$ cat src/rtl/fht_frame_sched.sv
// rtl/fht_frame_sched.sv - frame scheduler around the FHT core
// Bit-reversed bank load, core start with watchdog, and credited natural-order unload.
module fht_frame_sched #(
    parameter int A_BIT  = 8,
    parameter int D_BIT  = 16,
    parameter int RD_LAT = 1,
    parameter int TO_W   = 16
) (
    input  logic             iCLK,
    input  logic             iRESET,
    input  logic [D_BIT-1:0] iDATA,
    input  logic             iVALID,
    output logic             oREADY,
    output logic [3:0]       oWE_LOAD,
    output logic [A_BIT-1:0] oADDR_LOAD,
    output logic [D_BIT-1:0] oDATA_LOAD,
    output logic             oFHT_START,
    input  logic             iFHT_RDY,
    output logic [1:0]       oRD_BANK,
    output logic [A_BIT-1:0] oADDR_RD,
    input  logic [D_BIT-1:0] iRD_DATA,
    output logic [D_BIT-1:0] oDATA,
    output logic             oVALID,
    input  logic             iOUT_READY,
    input  logic             iABORT,
    output logic             oBUSY,
    output logic             oERR
);
    localparam int NW    = A_BIT + 2;
    localparam int DEPTH = RD_LAT + 1;
    localparam int PW    = $clog2(DEPTH);
    localparam int CW    = $clog2(DEPTH + 1);
    localparam logic [NW-1:0]   N_LAST  = {NW{1'b1}};
    localparam logic [TO_W-1:0] WD_LAST = {TO_W{1'b1}} - 1'b1;
    localparam logic [TO_W-1:0] WB_LAST = TO_W'(7);

    typedef enum logic [2:0] {
        S_IDLE, S_LOAD, S_START, S_WAIT_BUSY, S_RUN, S_UNLOAD, S_DRAIN
    } state_t;

    state_t            r_state, w_next;
    logic [NW-1:0]     r_n, r_m, w_rev;
    logic [TO_W-1:0]   r_wd;
    logic              r_err, r_start;
    logic [3:0]        r_we;
    logic [A_BIT-1:0]  r_addr_load;
    logic [D_BIT-1:0]  r_data_load;
    logic [RD_LAT-1:0] r_pipe;
    logic [D_BIT-1:0]  r_mem [DEPTH];
    logic [PW-1:0]     r_wp, r_rp;
    logic [CW-1:0]     r_occ, w_inflight;
    logic [CW:0]       w_commit;
    logic              w_take, w_issue, w_push, w_pop, w_timeout;

    assign w_take = (r_state == S_LOAD) && iVALID && !iABORT;
    assign w_push = r_pipe[RD_LAT-1];
    assign w_pop  = oVALID && iOUT_READY;

    always_comb begin
        w_inflight = '0;
        for (int i = 0; i < RD_LAT; i++) w_inflight = w_inflight + CW'(r_pipe[i]);
    end

    always_comb begin
        w_rev = '0;
        for (int i = 0; i < NW; i++) w_rev[i] = r_n[NW-1-i];
    end

    // A pop this cycle frees its slot, so full-rate streaming never starves the issue side
    assign w_commit = (CW+1)'(r_occ) + (CW+1)'(w_inflight) - (CW+1)'(w_pop);
    assign w_issue  = (r_state == S_UNLOAD) && !iABORT && (w_commit < (CW+1)'(DEPTH));

    always_ff @(posedge iCLK) begin
        if (iRESET) r_state <= S_IDLE;
        else        r_state <= w_next;
    end

    always_comb begin
        w_next    = r_state;
        w_timeout = 1'b0;
        case (r_state)
            S_IDLE:      w_next = S_LOAD;
            S_LOAD:      if (w_take && r_n == N_LAST) w_next = S_START;
            S_START:     w_next = S_WAIT_BUSY;
            S_WAIT_BUSY: begin
                if (!iFHT_RDY) w_next = S_RUN;
                else if (r_wd == WB_LAST) begin
                    w_timeout = 1'b1;
                    w_next    = S_IDLE;
                end
            end
            S_RUN: begin
                if (iFHT_RDY) w_next = S_UNLOAD;
                else if (r_wd == WD_LAST) begin
                    w_timeout = 1'b1;
                    w_next    = S_IDLE;
                end
            end
            S_UNLOAD:    if (w_issue && r_m == N_LAST) w_next = S_DRAIN;
            S_DRAIN:     if (r_pipe == '0 && r_occ == '0) w_next = S_IDLE;
            default:     w_next = S_IDLE;
        endcase
        if (iABORT && r_state != S_IDLE) begin
            w_next    = S_IDLE;
            w_timeout = 1'b0;
        end
    end

    always_ff @(posedge iCLK) begin
        if (iRESET) begin
            r_we        <= '0;
            r_addr_load <= '0;
            r_data_load <= '0;
            r_n         <= '0;
            r_m         <= '0;
            r_start     <= 1'b0;
            r_wd        <= '0;
            r_err       <= 1'b0;
            r_pipe      <= '0;
            r_wp        <= '0;
            r_rp        <= '0;
            r_occ       <= '0;
        end else begin
            r_we <= '0;
            if (w_take) begin
                r_we        <= 4'b0001 << w_rev[NW-1:A_BIT];
                r_addr_load <= w_rev[A_BIT-1:0];
                r_data_load <= iDATA;
            end
            r_n     <= iABORT ? '0 : (w_take ? r_n + 1'b1 : r_n);
            r_m     <= iABORT ? '0 : (w_issue ? r_m + 1'b1 : r_m);
            r_start <= (r_state == S_START) && !iABORT;
            r_wd    <= ((r_state == S_WAIT_BUSY && iFHT_RDY) || r_state == S_RUN) ? r_wd + 1'b1 : '0;
            if (w_timeout)              r_err <= 1'b1;
            else if (r_state == S_IDLE) r_err <= 1'b0;
            if (iABORT) begin
                r_pipe <= '0;
                r_wp   <= '0;
                r_rp   <= '0;
                r_occ  <= '0;
            end else begin
                r_pipe[0] <= w_issue;
                for (int i = 1; i < RD_LAT; i++) r_pipe[i] <= r_pipe[i-1];
                if (w_push) r_wp <= (r_wp == PW'(DEPTH-1)) ? '0 : r_wp + 1'b1;
                if (w_pop)  r_rp <= (r_rp == PW'(DEPTH-1)) ? '0 : r_rp + 1'b1;
                r_occ <= r_occ + CW'(w_push) - CW'(w_pop);
            end
        end
    end

    always_ff @(posedge iCLK) begin
        if (w_push && !iABORT) r_mem[r_wp] <= iRD_DATA;
    end

    assign oREADY     = (r_state == S_LOAD);
    assign oWE_LOAD   = r_we;
    assign oADDR_LOAD = r_addr_load;
    assign oDATA_LOAD = r_data_load;
    assign oFHT_START = r_start;
    assign oRD_BANK   = r_m[NW-1:A_BIT];
    assign oADDR_RD   = r_m[A_BIT-1:0];
    assign oVALID     = (r_occ != '0);
    assign oDATA      = oVALID ? r_mem[r_rp] : '0;
    assign oBUSY      = (r_state != S_IDLE);
    assign oERR       = r_err;
endmodule

$ cat config.mk
export PLATFORM = sky130hd
export DESIGN_NAME = fht_frame_sched
export DESIGN_NICKNAME = d
export VERILOG_FILES = /design/src/rtl/fht_frame_sched.sv
export SDC_FILE = /design/constraint.sdc
export NUM_CORES = 1
export LEC_CHECK = 0
export BUFFER_PORTS_ARGS = -buffer_cell sky130_fd_sc_hd__buf_2
export CORE_UTILIZATION = 57
export CTS_CLUSTER_DIAMETER = 200
export DETAILED_ROUTE_END_ITERATION = 10
export GPL_TIMING_DRIVEN = 0
export PLACE_DENSITY = 0.83
export SLEW_MARGIN = 20
export SYNTH_ARGS = -nofsm -noshare
export SYNTH_HDL_FRONTEND = slang
export SYNTH_SLANG_ARGS = --single-unit
$ cat constraint.sdc
create_clock -name iCLK -period 6.5 [get_ports iCLK]
set_input_delay 0.975 -clock iCLK [delete_from_list [all_inputs] [get_ports iCLK]]
set_output_delay 0.975 -clock iCLK [all_outputs]
set_load 0.02 [all_outputs]
# --- After elaboration in Yosys (flattened, before gate mapping) ---
# Memories as Yosys holds them, arrays and structs flattened. A register that Yosys moved wholly into a read port is not among the register bits.
# Index checks and enable logic that the tools add are counted.
classes:
  addsub: 9
  order_cmp: 1
  eq_ne: 15
  shifts: 1
  muxes: 23
  bitwise: 3
  reduce_logical: 24
ops:
  columns: ["operator", "n"]
  rows:
  - ["$mux 3", 7]
  - ["$pmux 3 s7", 1]
  - ["$add 10x1->10 const B", 2]
  - ["$eq 10x10->1 const B", 2]
  - ["$add 16x1->16 const B", 1]
  - ["$eq 16x16->1 const B", 1]
  - ["$eq 16x3->1 const B", 1]
  - ["$mux 16", 1]
  - ["$mux 1", 13]
  - ["$logic_and 1x1->1", 12]
  - ["$eq 3x3->1 const B", 3]
  - ["$reduce_or 2->1", 4]
  - ["$eq 3x2->1 const B", 2]
  - ["$ne 3x3->1 const B", 2]
  - ["$reduce_and 5->1", 1]
  - ["$ne 2x1->1 const B", 2]
  - ["$reduce_bool 2->1", 2]
  - ["$shl 1x2->4 const A", 1]
  - ["$add 2x1->3", 1]
  - ["$eq 3x1->1 const B", 1]
  - ["$logic_not 3->1", 1]
  - ["$lt 3x2->1 const B", 1]
  - ["$not 1->1", 3]
  - ["$reduce_bool 3->1", 1]
  - ["other kinds (9)", 10]
word_totals:
  reg_bits: 74
  mem_bits_rw: 32
  in_bits: 38
  memories: 1
memory_table:
  columns: ["name", "depth", "width", "rd", "rd_clocked_by_memory_dff", "write_ports", "line", "source"]
  rows:
  - ["r_mem", 2, 16, 1, 1, 1, "49", "logic [D_BIT-1:0] r_mem [DEPTH];"]

# --- Depth between registers and ports, before layout ---
# Gate-level depths: netlist (run 1).
depth:
  depth_word: 8
  depth_mapped: 12
  depth_no_buf: 12

# --- Worst setup path after synthesis (run 1) ---
# Ideal clock, no wire load.
synth_timing:
  path_type: "input to register"
  from: "in iOUT_READY"
  to: "reg r_m[6]"
  t_arrival_ns: 2.946
  required_ns: 6.372
  path_slack_ns: 3.426
  path_stages: 9
  path_cell_list: "and2_1 -> ha_1 -> inv_1 -> ha_1 -> fa_1 -> or4_4 -> nor3_2 -> xnor2_1 -> nor2_1"
synth_between:
  elab_chain_len: 4
synth_lines:
  columns: ["element", "line", "source"]
  rows:
  - ["start: declaration", "24", "input logic iOUT_READY,"]
  - ["$logic_and 1x1->1", "57", "assign w_pop = oVALID && iOUT_READY;"]
  - ["$sub 3x1->3", "70", "assign w_commit = (CW+1)'(r_occ) + (CW+1)'(w_inflight) - (CW+1)'(w_pop);"]
  - ["named net w_commit[1]", "52", "logic [CW:0] w_commit;"]
  - ["$lt 3x2->1", "71", "assign w_issue = (r_state == S_UNLOAD) && !iABORT && (w_commit < (CW+1)'(DEPTH));"]
  - ["$logic_and 1x1->1", "71", null]
  - ["end signal: assignment", "131", "r_m <= iABORT ? '0 : (w_issue ? r_m + 1'b1 : r_m);"]
  - ["end: declaration", "42", "logic [NW-1:0] r_n, r_m, w_rev;"]
# The timed path passes the listed nets, and every way through them passes these cells.
# A chain may end at the register's enable or synchronous reset.

# --- Worst setup path after layout (run 1) ---
layout_timing:
  from: "reg r_occ[1]"
  to: "reg r_state[1]"
layout_between:
  elab_chain_len: 8
layout_lines:
  columns: ["element", "line", "source"]
  rows:
  - ["start: declaration", "51", "logic [CW-1:0] r_occ, w_inflight;"]
  - ["start signal: assignment", "146", "r_occ <= r_occ + CW'(w_push) - CW'(w_pop);"]
  - ["$reduce_bool 2->1", "162", "assign oVALID = (r_occ != '0);"]
  - ["$logic_and 1x1->1", "57", null]
  - ["named net w_pop", "53", "logic w_take, w_issue, w_push, w_pop, w_timeout;"]
  - ["$sub 3x1->3", "70", null]
  - ["named net w_commit[1]", "52", null]
  - ["$lt 3x2->1", "71", null]
  - ["$logic_and 1x1->1", "71", null]
  - ["$logic_and 1x1->1", "99", "S_UNLOAD: if (w_issue && r_m == N_LAST) w_next = S_DRAIN;"]
  - ["$ne 2x1->1 (no source line)", null, null]
  - ["$reduce_and 5->1 (no source line)", null, null]
  - ["end signal: assignment", "75", "else r_state <= w_next;"]
  - ["end: declaration", "41", "state_t r_state, w_next;"]
# The timed path passes the listed nets, and every way through them passes these cells.

==> results of run 1 <==
## layout make-up
class	count	area share (%)
Buffer	23	2.18
Clock inverter	7	1.56
Sequential cell	107	46.6
Clock buffer	9	2.34
Tap cell	99	2.34
Multi-Input combinational cell	308	35.1
Timing Repair Buffer	97	9.30
Inverter	9	0.639
## kinds of logic (layout without fill, tap and decap cells)
kind of cell             after synthesis  after routing  share of synthesized area, %
buffers and inverters                 32            145                          3.34
AND/OR/NAND/NOR                      209            209                          23.9
multiplexers                          16             16                          3.59
AO/OA/AOI/OAI                         43             43                          5.38
XOR/XNOR                              33             33                          6.48
flip-flops                           107            107                          55.2
adder cells (fa/ha/maj)                7              7                          2.13
## where the power goes
group / internal [mW] / leakage [nW] / switching, mW
Clock: 0.185 / 0.106 / 0.230
Sequential: 0.690 / 0.893 / 0.00288
Combinational: 0.0208 / 1.06 / 0.0326
Total: 0.895 / 2.06 / 0.265
## metrics by stage
stage / cell area (um^2) / util [%] / total power [mW] / setup slack, ns / instances
finish: 5290 / 71.4 / 1.16 / 3.29 / 659
global route: 5290 / 71.4 / 1.20 / 2.96 / 659
CTS: 5290 / 71.4 / 1.17 / 3.26 / 659
detailed placement: 5080 / 68.6 / 0.761 / 3.18 / 643
global placement: 5070 / 68.4 / 0.759 / 2.96 / 642
floorplan: 4460 / - / 0.737 / 3.43 / 447
## how the worst max path moves through the flow
stage               startpoint          end  slack (ns)  cells after the start
floorplan           iOUT_READY       r_m[6]        3.43                      9
global placement        iABORT  r_mem[0][3]        2.96                      3
detailed placement  iOUT_READY       r_m[6]        3.18                     10
CTS                   r_occ[1]       r_m[6]        3.26                     11
global route          r_occ[1]   r_state[0]        2.96                     12
finish                r_occ[1]   r_state[1]        3.29                     11
## synth_stat cells, drive strengths merged, types with 2 or more instances
master / count
a21oi: 32
and2: 3
and3: 4
and4: 5
buf: 10
clkbuf: 13
dfxtp: 75
edfxtp: 32
ha: 6
inv: 9
mux2i: 16
nand2: 67
nand3: 16
nand3b: 2
nand4: 9
nand4bb: 3
nor2: 65
nor2b: 4
nor3: 9
nor3b: 4
nor4: 5
nor4b: 4
o21ai: 3
or2: 2
or3: 3
xnor2: 14
xor2: 19
## sequential cells by signal (all words and copies together) (netlist names), named ones only
| register | flops |
|---|---|
| r_rp | 1 |
| oADDR_LOAD | 8 |
| oWE_LOAD | 4 |
| oERR | 1 |
| oFHT_START | 1 |
| r_state | 3 |
| r_mem | 32 |
| r_wp | 1 |
| r_occ | 2 |
| r_n | 10 |
| r_m | 10 |
| oDATA_LOAD | 16 |
| r_pipe | 1 |
| r_wd | 16 |
## worst register-to-register path, delay by kind of cell (launching register included)
family	cells	cell delay (ns)
fa+ha+maj	3	0.98
compound gates	2	0.24
simple gates	4	1.36
flops	1	0.34
buf+inv	2	0.17
## layer usage
metal	vias up	track usage [%]	wire (um)
met3	10	4.12	372
met1	1595	28.4	3840
li1	1752	-	-
met2	76	36.9	4320
met5	-	0	0
met4	0	8.87	102
==> flow_summary_export.csv, run 1 <==
group,metric,value,unit
status,result_of_the_run,"finished clean",
hold_path,whs_path_depth,2,
logic_synthesis,synth_area,4460,um^2
critical_path,timing.critical_path.slowest_cell_delay,0.52,ns
clock_tree,tritoncts,"yes",
floorplan,initial_utilization,60.2,%
hold_path,hold_path.startpoint,"oDATA_LOAD[1]",
layout,syn2layout_area_growth,18.5,%
power,pleak,2.06,nW
route,post_drt_via_cell_ratio,5.21,
route,routed_wire_length,8630,um
logic_synthesis,synth.top_cells.by_area,"sky130_fd_sc_hd__dfxtp_1 (34%), sky130_fd_sc_hd__edfxtp_1 (22%), sky130_fd_sc_hd__nand2_1 (5.6%), sky130_fd_sc_hd__nor2_1 (5.4%), sky130_fd_sc_hd__xor2_1 (3.7%)",
clock_tree,cts-buffers-inserted,9,
timing,setup_repair_after_global_routing_missed_its_margin,"false",
clock_tree,cts_hold_buf,0,
critical_path,setup.worst_path.start_class,"flip-flop",
logic_synthesis,synth.lib_cells_used.distinct,50,
timing,fin_setup_tns,0,ns
layout,layout.cells.most_common,"sky130_fd_sc_hd__buf_2",
place,gpl.final_weighted_congestion,0.814,
route,num_vias,3433,
logic_synthesis,postSynthRegisterBits,107,
clock_tree,clk_pin_slew_worst_paths,0.10,ns
timing,worst_pin_slew,0.725,ns
global_routing,grt_pass1_wl,14600,um
critical_path,worstReg2RegEnd,"r_state[1]",
logic_synthesis,yosys_warnings,0,
critical_path,worst-endpoint-required,6.75,ns
timing,fin_crit_sh,49.3,%
critical_path,criticalPathCategory,"flip-flop to flip-flop",
global_routing,grt_start_max_net_pins,20,
layout,fill_cells,538,
global_routing,global_route.overflow_total,0,
route,number_of_design_rule_violations_left_by_the_first_detailed_router_iteration,139,
place,dpl_hpwl,6360,um
critical_path,timing.critical_path.to_type,"flip-flop",
clock_tree,ctsHtreeMaxLevel,3,
timing,timing_max_transition_violations_final,0,
clock_tree,cts_resized,0,
timing,number_of_hold_violations_in_the_final_report,0,
power,worst_ir_drop_vdd,0.000134,V
logic_synthesis,nets_in_the_synthesized_netlist,492,
timing,max_freq,0.312,GHz
timing,max_slew_margin,51.6,%
clock_tree,clock-root-buffer,"sky130_fd_sc_hd__clkbuf_8",
critical_path,timing.critical_path.slowest_stage_cell,"sky130_fd_sc_hd__fa_1",
timing,hold-worst-slack,0.457,ns
clock_tree,cts-root-to-sink-buffers,2,
critical_path,ff2ff_path_depth,11,
timing,worst_clock_skew,0.00908,ns
clock_tree,clkSinkCount,107,
logic_synthesis,number_of_synthesized_flops_with_an_enable_pin,32,
logic_synthesis,yosysSeqAreaShare,55.2,%
critical_path,cp.buffers_inverters,2,
timing,setup_violations,0,
clock_tree,worst_skew_pair.late_latency,0.36,ns
floorplan,die_h,90.5,um
global_routing,vias_in_the_first_global_route,3221,
logic_synthesis,postSynth.topFlopCell,"sky130_fd_sc_hd__dfxtp_1",
logic_synthesis,async_reset_ff_share,0,%
layout,multiInputGateArea,1860,um^2
logic_synthesis,netlist.area_leader.share,33.7,%
hold_path,min_path_type,"flip-flop to flip-flop",
layout,n_antenna_cell,0,
floorplan,die_width,90.5,um
critical_path,r2r_slack,3.29,ns
floorplan,fp-row-count,31,
layout,finish.net_count,600,
floorplan,floorplan.die_area,8190,um^2
critical_path,cp_max_fo,8,
logic_synthesis,synthCells,447,
route,route.detailed.wl_per_inst,13.1,um
place,portBuffers,96,
clock_tree,cts.repair_timing.setup_buffer_count,0,
floorplan,core_area,7410,um^2
global_routing,antenna_found_initial,0,
logic_synthesis,syn_avg_cell_area,9.98,um^2
layout,final_cell_mix,"sky130_fd_sc_hd__buf_2 (103), sky130_fd_sc_hd__dfxtp_1 (75), sky130_fd_sc_hd__nand2_1 (67), sky130_fd_sc_hd__nor2_1 (64)",
layout,layout.area.seq,2460,um^2
critical_path,critical-path-top-delay-family,"simple AND/OR/NAND/NOR gates",
critical_path,worst_r2r_startpoint,"r_occ[1]",
layout,drive_gt1_share,24.3,%
critical_path,crit_arrival,3.46,ns
critical_path,cp_cell_sequence,"nor2_1, inv_1, and2_1, ha_1, inv_1, ha_1, fa_1, nor4_1, a21oi_1, nor4_1, o2bb2ai_1",
global_routing,track_usage,22.1,%
power,power-per-cell-area,219,nW/um^2
job,cap_viol_max_count,0,
hold_path,min_to,"oDATA_LOAD[1]",
floorplan,num_io_pins,97,
route,drt_first_pass_iters,5,
route,antenna_left,0,
logic_synthesis,synthDominantAreaCellType,"sky130_fd_sc_hd__dfxtp_1",
timing,period_minus_slack,3.21,ns
route,number_of_design_rule_violations_left_after_detail_routing,0,
(Power assumes the default switching activity.)
==> run 2: changes to the inputs <==
Settings changed: CORE_UTILIZATION 57 to 54, PLACE_DENSITY 0.83 to 0.79.
Clock period 6.5 ns to 3.3 ns, I/O delays scaled along.
==> run 2 against run 1 <==
  * Setup slack worse by 3.0 ns
  * Sequential share of layout area about the same
  * Core utilization down 4.0 points
  * Via count up 0.73%
  * Power up 93%
  * Critical endpoint is now r_state[0]
  * Largest cell class unchanged
  * Highest routed layer unchanged
==> flow_summary_export.csv, run 2 (same netlist as run 1, synthesis figures left out) <==
group,metric,value,unit
power,switchingPower,0.549,mW
route,met2_length,4330,um
power,worst_ir_drop_vdd,0.000229,V
route,antenna_left,0,
route,route.detailed.wl_per_inst,13.4,um
layout,final_cell_mix,"sky130_fd_sc_hd__buf_2 (103), sky130_fd_sc_hd__dfxtp_1 (75), sky130_fd_sc_hd__nand2_1 (67), sky130_fd_sc_hd__nor2_1 (63)",
critical_path,criticalPathCategory,"flip-flop to flip-flop",
power,netSwitchingFraction,24.4,%
layout,fin_util,67.4,%
critical_path,timing.critical_path.to_type,"flip-flop",
clock_tree,clkSinkCount,107,
place,gpl.final_weighted_congestion,0.841,
global_routing,track_usage,21.4,%
timing,worst_clock_skew,0.0180,ns
layout,layout.cells.most_common,"sky130_fd_sc_hd__buf_2",
global_routing,grt_start_max_net_pins,21,
status,result_of_the_run,"finished clean",
critical_path,cp_max_fo,8,
power,share_clk_of_total_power,34.5,%
route,post_drt_via_cell_ratio,5.22,
layout,fill_cells,638,
floorplan,core_area,7850,um^2
route,drt_first_pass_iters,4,
timing,setup_violations,0,
place,portBuffers,96,
clock_tree,ctsHtreeMaxLevel,3,
power,power-per-cell-area,424,nW/um^2
timing,max_slew_margin,51.2,%
clock_tree,tritoncts,"yes",
floorplan,fp-row-count,32,
timing,number_of_hold_violations_in_the_final_report,0,
job,cap_viol_max_count,0,
layout,final_instance_area,5290,um^2
timing,period_minus_slack,3.03,ns
timing,hold-worst-slack,0.296,ns
clock_tree,worst_skew_pair.late_latency,0.38,ns
hold_path,min_path_type,"input port to flip-flop",
clock_tree,cts-root-to-sink-buffers,2,
route,met1Wirelength,4070,um
global_routing,global_route.overflow_total,0,
route,number_of_design_rule_violations_left_after_detail_routing,0,
global_routing,antenna_found_initial,0,
route,num_vias,3458,
power,power,2.24,mW
power,power.share.sequential,60.8,%
floorplan,die_h,92.9,um
clock_tree,clock-root-buffer,"sky130_fd_sc_hd__clkbuf_8",
layout,largest_reg_flops,32,
timing,max_freq,0.330,GHz
critical_path,setup.worst_path.start_class,"flip-flop",
layout,finish.net_count,601,
route,routed_wire_length,8900,um
global_routing,vias_in_the_first_global_route,3204,
floorplan,die_width,92.9,um
global_routing,grt_pass1_wl,14700,um
layout,syn2layout_area_growth,18.5,%
place,dpl_hpwl,6550,um
timing,setup_repair_after_global_routing_missed_its_margin,"true",
layout,drive_gt1_share,24.6,%
floorplan,num_io_pins,97,
clock_tree,cts-buffers-inserted,9,
power,power_report.internal_total,1.70,mW
layout,n_antenna_cell,0,
place,placement.cell_area,5090,um^2
floorplan,initial_utilization,56.9,%
clock_tree,clk_pin_slew_worst_paths,0.12,ns
critical_path,worst-endpoint-required,3.59,ns
layout,regMostFlops,"r_mem",
route,met3RoutedLength,351,um
power,power_frac_comb,4.7,%
clock_tree,cts_hold_buf,0,
floorplan,floorplan.die_area,8630,um^2
timing,fin_crit_sh,91.8,%
timing,worst_pin_slew,0.732,ns
timing,timing_max_transition_violations_final,0,
route,top_layer_used,"met4",
route,number_of_design_rule_violations_left_by_the_first_detailed_router_iteration,199,
power,pleak,2.05,nW
critical_path,crit_arrival,3.32,ns
==> run 2: layout make-up <==
| cell class | count | area [um^2] | area share, % |
|---|---|---|---|
| sequential | 107 | 2460 | 46.6 |
| multi-input combinational | 308 | 1860 | 35.1 |
| timing repair buffer | 98 | 495 | 9.37 |
| tap | 102 | 128 | 2.41 |
| clock buffer | 9 | 124 | 2.34 |
| buffer | 23 | 115 | 2.18 |
| clock inverter | 7 | 71.3 | 1.35 |
| inverter | 9 | 33.8 | 0.639 |
==> run 2: path summary, 6_finish.rpt <==
kind / from / endpoint / slack [ns] / cells past startpoint
max: r_occ[1] / r_state[0] / 0.27 / 12
min: iRD_DATA[12] / r_mem[0][12] / 0.30 / 1
max reg2reg: r_occ[1] / r_state[0] / 0.27 / 12
min reg2reg: oDATA_LOAD[13] / oDATA_LOAD[13] / 0.46 / 2
==> run 2: what timing repair did <==
action	4_1_cts	5_1_grt
setup endpoints to repair	0	11
gates resized for setup	0	1
setup buffers	0	0
hold endpoints to repair	0	0
==> run 2: layer usage <==
metal	up-vias	GRT usage [%]
met2	88	35.0
met1	1613	28.5
li1	1740	-
met5	-	0
met4	0	8.33
met3	17	3.53
==> run 2: metrics by stage <==
| stage | setup slack, ns | cells | setup TNS (ns) |
|---|---|---|---|
| floorplan | 0.314 | 447 | 0 |
| global placement | 0.172 | 645 | 0 |
| detailed placement | 0.133 | 647 | 0 |
| CTS | 0.0978 | 663 | 0 |
| global route | -0.0000457 | 663 | -0.0000457 |
| finish | 0.271 | 663 | 0 |
==> run 2: worst max-delay path, cell delays in order (launching register included) <==
cell and delay, ns:
sky130_fd_sc_hd__dfxtp_1 0.35, sky130_fd_sc_hd__nor2_2 0.27, sky130_fd_sc_hd__inv_1 0.11, sky130_fd_sc_hd__and2_1 0.20, sky130_fd_sc_hd__ha_1 0.28, sky130_fd_sc_hd__inv_1 0.04, sky130_fd_sc_hd__ha_1 0.18, sky130_fd_sc_hd__fa_1 0.37
sky130_fd_sc_hd__xnor2_1 0.38, sky130_fd_sc_hd__nor4_1 0.09, sky130_fd_sc_hd__a21oi_1 0.30, sky130_fd_sc_hd__nor3_1 0.13, sky130_fd_sc_hd__a311oi_1 0.25
==> run 2: power by group through the flow <==
stage	sequential, mW	clock (mW)	combinational (mW)
finish	1.37	0.774	0.105
global route	1.37	0.844	0.116
CTS	1.37	0.786	0.106
detailed placement	1.40	0	0.105
global placement	1.39	0	0.102
floorplan	1.40	0	0.0494
==> run 3: changes to the inputs <==
Settings changed: CORE_UTILIZATION 54 to 50, PLACE_DENSITY 0.79 to 0.74.
==> run 3 against run 2 <==
  * Fmax rose by 1.7%
  * Critical path depth shrank 1
  * Global-route usage fell by 2.2 points
  * Routed wire length increased by 1.4%
  * Critical endpoint is now r_state[2]
==> flow_summary_export.csv, run 3 (same netlist as run 1, synthesis figures left out) <==
group,metric,value,unit
power,power_report.internal_total,1.76,mW
timing,setup_repair_after_global_routing_missed_its_margin,"false",
timing,period_minus_slack,2.98,ns
timing,fin_crit_sh,90.2,%
layout,drive_gt1_share,24.6,%
timing,timing_max_transition_violations_final,0,
clock_tree,clk_pin_slew_worst_paths,0.11,ns
critical_path,timing.critical_path.slowest_cell_delay,0.53,ns
power,share_clk_of_total_power,36.2,%
global_routing,grt_start_max_net_pins,20,
timing,number_of_hold_violations_in_the_final_report,0,
critical_path,setup.worst_path.start_class,"flip-flop",
global_routing,track_usage,19.2,%
timing,worst_pin_slew,0.734,ns
power,switchingPower,0.544,mW
route,antenna_left,0,
layout,final_cell_mix,"sky130_fd_sc_hd__buf_2 (103), sky130_fd_sc_hd__dfxtp_1 (75), sky130_fd_sc_hd__nand2_1 (67), sky130_fd_sc_hd__nor2_1 (63)",
job,cap_viol_max_count,0,
layout,syn2layout_area_growth,19.0,%
layout,finish.net_count,600,
floorplan,floorplan.die_area,9310,um^2
route,route.detailed.wl_per_inst,13.5,um
route,routed_wire_length,9030,um
place,gpl.final_weighted_congestion,0.847,
critical_path,cp_max_fo,8,
critical_path,criticalPathCategory,"flip-flop to flip-flop",
status,result_of_the_run,"finished clean",
route,number_of_design_rule_violations_left_by_the_first_detailed_router_iteration,177,
global_routing,grt_pass1_wl,13800,um
power,power-per-cell-area,434,nW/um^2
clock_tree,cts-buffers-inserted,9,
floorplan,die_width,96.5,um
layout,largest_reg_flops,32,
timing,final.setup.worst_slack,0.323,ns
layout,n_antenna_cell,0,
route,drt_first_pass_iters,5,
critical_path,cp_cell_sequence,"nor2_4, inv_1, and2_1, ha_1, inv_1, ha_1, fa_1, nor4_1, a21oi_1, o41ai_1, a21oi_1",
route,post_drt_via_cell_ratio,5.17,
global_routing,global_route.overflow_total,0,
layout,regMostFlops,"r_mem",
clock_tree,clkSinkCount,107,
power,worst_ir_drop_vdd,0.000252,V
timing,setup_violations,0,
route,number_of_design_rule_violations_left_after_detail_routing,0,
floorplan,fp-row-count,34,
floorplan,die_h,96.5,um
power,pleak,2.06,nW
clock_tree,worst_skew_pair.late_latency,0.38,ns
floorplan,core_area,8680,um^2
floorplan,initial_utilization,51.4,%
global_routing,antenna_found_initial,0,
floorplan,num_io_pins,97,
global_routing,vias_in_the_first_global_route,3082,
power,netSwitchingFraction,23.6,%
critical_path,worst-endpoint-required,3.54,ns
critical_path,crit_arrival,3.22,ns
timing,fin_setup_tns,0,ns
place,dp_slack,0.0594,ns
timing,max_freq,0.336,GHz
clock_tree,ctsHtreeMaxLevel,3,
layout,layout.cells.most_common,"sky130_fd_sc_hd__buf_2",
timing,max_slew_margin,51.1,%
place,dpl_hpwl,6640,um
clock_tree,cts-root-to-sink-buffers,2,
clock_tree,clock-root-buffer,"sky130_fd_sc_hd__clkbuf_8",
hold_path,min_path_type,"input port to flip-flop",
critical_path,timing.critical_path.to_type,"flip-flop",
route,num_vias,3453,
power,power_frac_comb,4.6,%
timing,worst_clock_skew,0.0158,ns
place,portBuffers,96,
layout,fill_cells,758,
power,power.share.sequential,59.2,%
clock_tree,tritoncts,"yes",
critical_path,timing.critical_path.slowest_stage_cell,"sky130_fd_sc_hd__fa_1",
[run 3: cell count changes in the layout (fill, tap and decap cells not counted)]
cell and delta:
sky130_fd_sc_hd__clkinv_4 -2, sky130_fd_sc_hd__nor2_4 +1, sky130_fd_sc_hd__clkinv_8 -1, sky130_fd_sc_hd__xnor2_1 -1
sky130_fd_sc_hd__clkinvlp_4 +2, sky130_fd_sc_hd__buf_4 -1, sky130_fd_sc_hd__nor2_2 -1, sky130_fd_sc_hd__xnor2_2 +1
sky130_fd_sc_hd__bufinv_16 +1
[run 3: what timing repair did]
action / in CTS / in global routing
hold buffers: 0 / 0
setup buffers: 0 / 0
gates resized for setup: 0 / 3
endpoints found under the setup margin: 0 / 11
[run 3: final timing paths]
path                 start             to  slack, ns  cells after the start
min reg2reg  oDATA_LOAD[6]  oDATA_LOAD[6]       0.46                      2
max reg2reg       r_occ[1]     r_state[2]       0.32                     11
max               r_occ[1]     r_state[2]       0.32                     11
min           iRD_DATA[13]   r_mem[1][13]       0.30                      1
[run 3: layer usage]
| layer | global-route usage [%] | routed length, um | vias to the layer above |
|---|---|---|---|
| li1 | - | - | 1742 |
| met1 | 24.2 | 3930 | 1622 |
| met2 | 31.7 | 4510 | 78 |
| met5 | 0 | 0 | - |
| met3 | 5.01 | 453 | 11 |
| met4 | 6.99 | 131 | 0 |
[run 3: cell type report]
type,instances,area (um^2),share of cell area [%]
Buffer,23,115,2.17
Clock buffer,9,124,2.33
Clock inverter,7,82.6,1.55
Inverter,9,33.8,0.636
Multi-Input combinational cell,308,1870,35.2
Sequential cell,107,2460,46.4
Tap cell,108,135,2.54
Timing Repair Buffer,97,488,9.19
[run 3: power by group through the flow]
stage,Clock [mW],Sequential (mW),Combinational [mW]
after detailed placement,0,1.40,0.106
final,0.836,1.36,0.106
after global routing,0.905,1.37,0.117
after global placement,0,1.39,0.102
after floorplan,0,1.40,0.0494
after CTS,0.858,1.36,0.106
[run 3: critical path: cells and delay by family, from the launching register on]
family	cells	cell delay, ns
buffers and inverters	2	0.14
flip-flops	1	0.39
AND/OR/NAND/NOR	3	0.67
adder cells (fa/ha/maj)	3	0.98
AO/OA/AOI/OAI	3	0.66
[run 3: stage by stage]
step / instances / hold slack, ns / cell area (um^2) / util, % / power [mW]
floorplan: 447 / 0.448 / 4460 / - / 1.45
detailed placement: 652 / 0.448 / 5090 / 58.7 / 1.50
global placement: 651 / 0.440 / 5080 / 58.5 / 1.50
global route: 668 / 0.277 / 5310 / 61.2 / 2.39
finish: 668 / 0.299 / 5310 / 61.2 / 2.31
CTS: 668 / 0.287 / 5300 / 61.0 / 2.33
